$ cat src/rtl/dmac_iochannel_burst_sequencer.sv
// AXI burst master for the DMA I/O channel: splits one word-count command into
// boundary-safe bursts and moves the data between a word stream and the bus.
module dmac_iochannel_burst_sequencer #(
  parameter int W_D           = 32,
  parameter int W_EXT_A       = 32,
  parameter int W_BOUNDARY_A  = 12,
  parameter int W_BLEN        = 8,
  parameter int MAX_BURST_LEN = 256,
  parameter int W_SIZE        = 32
) (
  input  logic               ACLK,
  input  logic               ARESETN,
  input  logic               cmd_valid,
  output logic               cmd_ready,
  input  logic               cmd_write,
  input  logic [W_EXT_A-1:0] cmd_addr,
  input  logic [W_SIZE-1:0]  cmd_size,
  output logic               done,
  output logic               err,
  input  logic [W_D-1:0]     wr_data,
  input  logic               wr_valid,
  output logic               wr_ready,
  output logic [W_D-1:0]     rd_data,
  output logic               rd_valid,
  input  logic               rd_ready,
  output logic               awvalid,
  output logic [W_EXT_A-1:0] awaddr,
  output logic [W_BLEN-1:0]  awlen,
  input  logic               awready,
  output logic               wvalid,
  output logic [W_D-1:0]     wdata,
  output logic               wlast,
  input  logic               wready,
  input  logic               bvalid,
  output logic               bready,
  output logic               arvalid,
  output logic [W_EXT_A-1:0] araddr,
  output logic [W_BLEN-1:0]  arlen,
  input  logic               arready,
  input  logic               rvalid,
  input  logic [W_D-1:0]     rdata,
  input  logic               rlast,
  output logic               rready
);

  localparam int WB_SHIFT = $clog2(W_D / 8);
  localparam logic [W_SIZE:0] ONE         = {{W_SIZE{1'b0}}, 1'b1};
  localparam logic [W_SIZE:0] MAX_LEN     = (W_SIZE + 1)'(MAX_BURST_LEN);
  localparam logic [W_SIZE:0] BOUND_BYTES = ONE << W_BOUNDARY_A;

  typedef enum logic [2:0] {
    ST_IDLE  = 3'd0,
    ST_ADDR  = 3'd1,
    ST_WDATA = 3'd2,
    ST_WRESP = 3'd3,
    ST_RDATA = 3'd4
  } state_t;

  state_t               state_r, state_s;
  logic [W_EXT_A-1:0]   addr_r, addr_s, end_addr_s;
  logic [W_SIZE-1:0]    rem_r, rem_s, end_rem_s;
  logic [W_SIZE:0]      beats_r, beats_s, cnt_r, cnt_s;
  logic                 write_r, write_s, err_r, err_s, done_r, done_s;
  logic                 cmd_ready_r, awvalid_r, arvalid_r, bready_r;
  logic                 last_beat_s, finish_s;

  // Beats that fit before the boundary, capped by the burst limit and the words left.
  function automatic logic [W_SIZE:0] burst_beats(input logic [W_BOUNDARY_A-1:0] addr_lo,
                                                  input logic [W_SIZE-1:0]       rem);
    logic [W_SIZE:0] room;
    logic [W_SIZE:0] beats;
    room  = (BOUND_BYTES - {{(W_SIZE + 1 - W_BOUNDARY_A){1'b0}}, addr_lo}) >> WB_SHIFT;
    beats = {1'b0, rem};
    beats = (beats > MAX_LEN) ? MAX_LEN : beats;
    beats = (beats > room) ? room : beats;
    return beats;
  endfunction

  assign last_beat_s = (cnt_r == beats_r - ONE);
  assign end_addr_s  = addr_r + W_EXT_A'(beats_r << WB_SHIFT);
  assign end_rem_s   = rem_r - W_SIZE'(beats_r);

  // Next-state, burst bookkeeping and error/done generation.
  always_comb begin
    state_s  = state_r;
    addr_s   = addr_r;
    rem_s    = rem_r;
    write_s  = write_r;
    beats_s  = beats_r;
    cnt_s    = cnt_r;
    err_s    = err_r;
    done_s   = 1'b0;
    finish_s = 1'b0;
    case (state_r)
      ST_IDLE: begin
        if (cmd_valid && cmd_ready_r) begin
          addr_s  = cmd_addr;
          rem_s   = cmd_size;
          write_s = cmd_write;
          err_s   = 1'b0;
          cnt_s   = {(W_SIZE + 1){1'b0}};
          beats_s = burst_beats(cmd_addr[W_BOUNDARY_A-1:0], cmd_size);
          if (cmd_size == {W_SIZE{1'b0}}) begin
            done_s = 1'b1;
          end else begin
            state_s = ST_ADDR;
          end
        end else begin
          state_s = ST_IDLE;
        end
      end
      ST_ADDR: begin
        if ((awvalid_r && awready) || (arvalid_r && arready)) begin
          state_s = write_r ? ST_WDATA : ST_RDATA;
        end else begin
          state_s = ST_ADDR;
        end
      end
      ST_WDATA: begin
        if (wr_valid && wready) begin
          if (last_beat_s) begin
            cnt_s   = {(W_SIZE + 1){1'b0}};
            state_s = ST_WRESP;
          end else begin
            cnt_s = cnt_r + ONE;
          end
        end else begin
          cnt_s = cnt_r;
        end
      end
      ST_WRESP: begin
        finish_s = bvalid && bready_r;
      end
      ST_RDATA: begin
        if (rvalid && rd_ready) begin
          // rlast must coincide exactly with the computed final beat.
          err_s = err_r | (rlast != last_beat_s);
          if (last_beat_s) begin
            finish_s = 1'b1;
          end else begin
            cnt_s = cnt_r + ONE;
          end
        end else begin
          cnt_s = cnt_r;
        end
      end
      default: state_s = ST_IDLE;
    endcase
    if (finish_s) begin
      addr_s  = end_addr_s;
      rem_s   = end_rem_s;
      cnt_s   = {(W_SIZE + 1){1'b0}};
      beats_s = burst_beats(end_addr_s[W_BOUNDARY_A-1:0], end_rem_s);
      if (end_rem_s == {W_SIZE{1'b0}}) begin
        done_s  = 1'b1;
        state_s = ST_IDLE;
      end else begin
        state_s = ST_ADDR;
      end
    end else begin
      done_s = done_s;
    end
  end

  // State and registered handshake outputs with synchronous reset.
  always_ff @(posedge ACLK) begin
    if (!ARESETN) begin
      state_r     <= ST_IDLE;
      addr_r      <= {W_EXT_A{1'b0}};
      rem_r       <= {W_SIZE{1'b0}};
      beats_r     <= {(W_SIZE + 1){1'b0}};
      cnt_r       <= {(W_SIZE + 1){1'b0}};
      write_r     <= 1'b0;
      err_r       <= 1'b0;
      done_r      <= 1'b0;
      cmd_ready_r <= 1'b0;
      awvalid_r   <= 1'b0;
      arvalid_r   <= 1'b0;
      bready_r    <= 1'b0;
    end else begin
      state_r     <= state_s;
      addr_r      <= addr_s;
      rem_r       <= rem_s;
      beats_r     <= beats_s;
      cnt_r       <= cnt_s;
      write_r     <= write_s;
      err_r       <= err_s;
      done_r      <= done_s;
      cmd_ready_r <= (state_s == ST_IDLE) && !done_s;
      awvalid_r   <= (state_s == ST_ADDR) && write_s;
      arvalid_r   <= (state_s == ST_ADDR) && !write_s;
      bready_r    <= (state_s == ST_WRESP);
    end
  end

  assign cmd_ready = cmd_ready_r;
  assign done      = done_r;
  assign err       = err_r;
  assign awvalid   = awvalid_r;
  assign arvalid   = arvalid_r;
  assign awaddr    = addr_r;
  assign araddr    = addr_r;
  assign awlen     = W_BLEN'(beats_r - ONE);
  assign arlen     = W_BLEN'(beats_r - ONE);
  assign bready    = bready_r;
  assign wvalid    = (state_r == ST_WDATA) && wr_valid;
  assign wr_ready  = (state_r == ST_WDATA) && wready;
  assign wdata     = wr_data;
  assign wlast     = (state_r == ST_WDATA) && last_beat_s;
  assign rd_valid  = (state_r == ST_RDATA) && rvalid;
  assign rready    = (state_r == ST_RDATA) && rd_ready;
  assign rd_data   = rdata;

endmodule

$ cat config.mk
export PLATFORM = sky130hd
export DESIGN_NAME = dmac_iochannel_burst_sequencer
export DESIGN_NICKNAME = d
export VERILOG_FILES = /design/src/rtl/dmac_iochannel_burst_sequencer.sv
export SDC_FILE = /design/constraint.sdc
export NUM_CORES = 1
export LEC_CHECK = 0
export CAP_MARGIN = 10
export CORE_AREA = 2 2 208 159
export DETAILED_ROUTE_END_ITERATION = 6
export DIE_AREA = 0 0 210 161
export PLACE_DENSITY = 0.66
export SYNTH_ARGS = -nofsm -noshare
export SYNTH_HDL_FRONTEND = slang
export SYNTH_SLANG_ARGS = --single-unit
$ cat constraint.sdc
create_clock -name ACLK -period 10.88 [get_ports ACLK]
set_clock_uncertainty 0.1 [all_clocks]
set_input_delay 2.72 -clock ACLK [delete_from_list [all_inputs] [get_ports ACLK]]
set_output_delay 2.72 -clock ACLK [all_outputs]
set_load 0.01 [all_outputs]
==> results_dict.tcl <==
set metrics [dict create \
    maxCapViolCount 0 \
    grt_max_degree 84 \
    postLayoutCoreUtil 0.450 \
    post_cts_buffers 0 \
    drive_above_1_share 0.0433 \
    die_w_um 210 \
    clockBufferDepth 2 \
    firstDrtPassIters 5 \
    route.detailed.drc 0 \
    ant_nets 0 \
    synth_seq_cells 139 \
    grt_setup_unrepaired "false" \
    gp_congestion 0.958 \
    fin_crit_sh 0.695 \
    wl_per_cell_um 19.5 \
    die_h_um 161 \
    cts_buffers 17 \
    cp_data_required_time_ns 8.06 \
    netlist-cell-type-count 81 \
    nNetsFinal 1922 \
    crit_path_start_kind "register" \
    hold_viol 0 \
    grt-ovfl-total 0 \
    worst_slack_ns 3.32 \
    crit_path_end_kind "primary output" \
    arrival_ns 4.74 \
    start_util 0.393 \
    status "finished, final reports clean" \
    p_leak_uw 0.00617 \
    core_um2 31900 \
    vias 12379 \
    min_to "rem_r[6]" \
    grt_first_pass_wirelength_um 64300 \
    place_ws_ns 3.82 \
    tns_ns 0 \
    reg2reg_from "beats_r[1]" \
    area_delta_synth_final_pct 14.5 \
    syn_inst 1681 \
    syn_area_um2 12500 \
    relSlewSlack 0.277 \
    cts_sinks 139 \
    setup_viol 0 \
    holdPathStages 2 \
    pin_count 295 \
    diodes 0 \
    crit_fanout 9 \
    yosysTopAreaCell "dfxtp_1" \
    first_iter_violations 1250 \
    cp_top_family "simple AND/OR/NAND/NOR gates" \
    worstPathCellList "or3_1 > nor3_1 > nand4_1 > o31ai_1 > nand4bb_1 > a2111oi_4 > and2_1 > clkdlybuf4s50_1" \
    io_buffer_count 166 \
    cpPeakStageDelay_ns 0.83 \
    hp-class "register to register" \
    critPathKind "register to primary output" \
    cts_tree "done" \
    wl_um 41300 \
    period_minus_slack_ns 7.56 \
    post_cts_resized 0 \
    grt_usage 0.240 \
    avgSynthCellArea_um2 7.45 \
    viasPerCell 5.83 \
    cts_root_buf "clkbuf_16" \
    synth_area_leaders "dfxtp_1 22%, ha_1 8.4%, nand2_1 6.5%" \
    final-max-slew-violation-count 0 \
    peakVddDrop_mv 0.102 \
    ys.flop_type "dfxtp_1" \
    rrSetupSlack_ns 3.72 \
    clk_pin_slew_worst_paths_ns 0.07 \
    synth.top_cell.area_share 0.222 \
    path_buf_inv 1 \
    yosysWarningCount 0 \
    holdCritStartpoint "rem_r[6]" \
    seq_area_frac_synth 0.222 \
    synthArstFlopShare 0 \
    dieArea_um2 33800 \
    p_per_area_nw_per_um2 130 \
    grt_antenna_before_repair 0 \
    rr_worst_depth 24 \
    first_global_vias 11371 \
    htree_levels 4 \
    synth_enable_flop_cells 0 \
    critPathSlowestCell "nor3_1" \
    r2r_end "beats_r[8]" \
    clock.fmax_mhz 132 \
    ctsHoldBuffers 0 \
    dp_hpwl_um 31600 \
    clk_latency_ns 0.45 \
    num_rows 57 \
    tightest_slew_ns 1.08 \
]
## stage by stage
stage	area, um2	hold slack [ns]	total power (uW)	std cells
6_report	14300	0.376	1870	2122
5_1_grt	14300	0.394	1950	2122
2_1_floorplan	12500	0.339	1030	1684
3_5_place_dp	13700	0.367	1220	2090
3_3_place_gp	13700	0.365	1210	2090
4_1_cts	14300	0.375	1860	2122
## final cells by class
type / count / area (um2)
Clock buffer: 19 / 433
Clock inverter: 13 / 193
Fill cell: 3146 / 17500
Inverter: 63 / 236
Multi-Input combinational cell: 1299 / 8450
Sequential cell: 139 / 2780
Tap cell: 413 / 517
Timing Repair Buffer: 176 / 1730
## Yosys cell counts (12+ instances only)
cell,n
nand2_1,217
dfxtp_1,139
nor2_1,125
buf_4,106
a21oi_1,90
ha_1,84
nand3_1,79
xnor2_1,73
and3_1,65
xor2_1,64
clkbuf_1,62
inv_1,62
o21ai_0,51
nor3_1,44
a21o_1,30
o211a_1,24
nor4_1,23
nand4_1,22
o21a_1,22
or3_1,22
and2_1,20
nor2b_1,20
o211ai_1,17
nand2b_1,13
a21boi_0,12
## worst min-delay path: stages, from the launching register on
cell	delay (ns)
dfxtp_1	0.31
nand2_1	0.05
a21boi_0	0.06
## registers in the layout, indices dropped and copies added (netlist names)
name and flops:
awvalid 1, beats_r 32, araddr 32, err 1
write_r 1, bready 1, arvalid 1, cmd_ready 1
state_r 3, rem_r 32, cnt_r 33, done 1
## metal layers
metal / share of wire / vias up / wire length (um) / GRT usage
li1: - / 5910 / - / -
met1: 0.49 / 5906 / 20300 / 0.361
met2: 0.41 / 510 / 16900 / 0.344
met3: 0.082 / 53 / 3400 / 0.0492
met4: 0.020 / 0 / 815 / 0.0664
met5: 0 / - / 0 / 0
## worst max-delay path by stage
stage	start	endpoint	slack, ns	cells after the start
after floorplan	cmd_addr[3]	beats_r[7]	4.76	17
after global placement	cmd_size[9]	beats_r[7]	3.69	17
after detailed placement	cmd_size[9]	beats_r[7]	3.82	17
after CTS	beats_r[5]	wlast	3.42	8
after global routing	beats_r[1]	wlast	3.19	11
final	beats_r[5]	wlast	3.32	8
## report_power, final
group / switching (uW) / internal (uW)
sequential: 24.5 / 526
clock: 258 / 386
combinational: 395 / 283
total: 677 / 1190
## placed cells by master, fill, tap and decap left out, types with 7 or more instances in the layout
cell	netlist	layout
nand2_1	217	216
clkdlybuf4s50_1	0	165
dfxtp_1	139	139
nor2_1	125	124
a21oi_1	90	90
ha_1	84	84
nand3_1	79	79
xnor2_1	73	73
and3_1	65	65
xor2_1	64	64
inv_1	62	62
o21ai_0	51	51
nor3_1	44	44
a21o_1	30	30
o211a_1	24	24
or3_1	22	22
o21a_1	22	22
nand4_1	22	22
nor4_1	23	22
nor2b_1	20	20
and2_1	20	20
o211ai_1	17	17
clkbuf_16	0	17
nand2b_1	13	13
a21boi_0	12	12
a22oi_1	11	11
or2_2	10	10
a211oi_1	10	10
a221oi_1	10	10
buf_4	106	10
o31ai_1	9	9
or4_1	8	8
a31oi_1	8	8
o21bai_1	8	8
o22ai_1	7	7
and4_1	7	7
a211o_1	7	7
## cell families (layout without fill, tap and decap cells)
group / Yosys count / count (layout) / share of synthesized area
xor+xnor: 138 / 138 / 0.0976
simple gates: 697 / 697 / 0.275
mux: 8 / 8 / 0.00659
other cells: 1 / 4 / 0.000299
flops: 139 / 139 / 0.222
fa+ha+maj: 86 / 86 / 0.0871
compound gates: 366 / 366 / 0.204
buf+inv: 246 / 271 / 0.107
No activity file was read; power rests on OpenSTA's default activity.
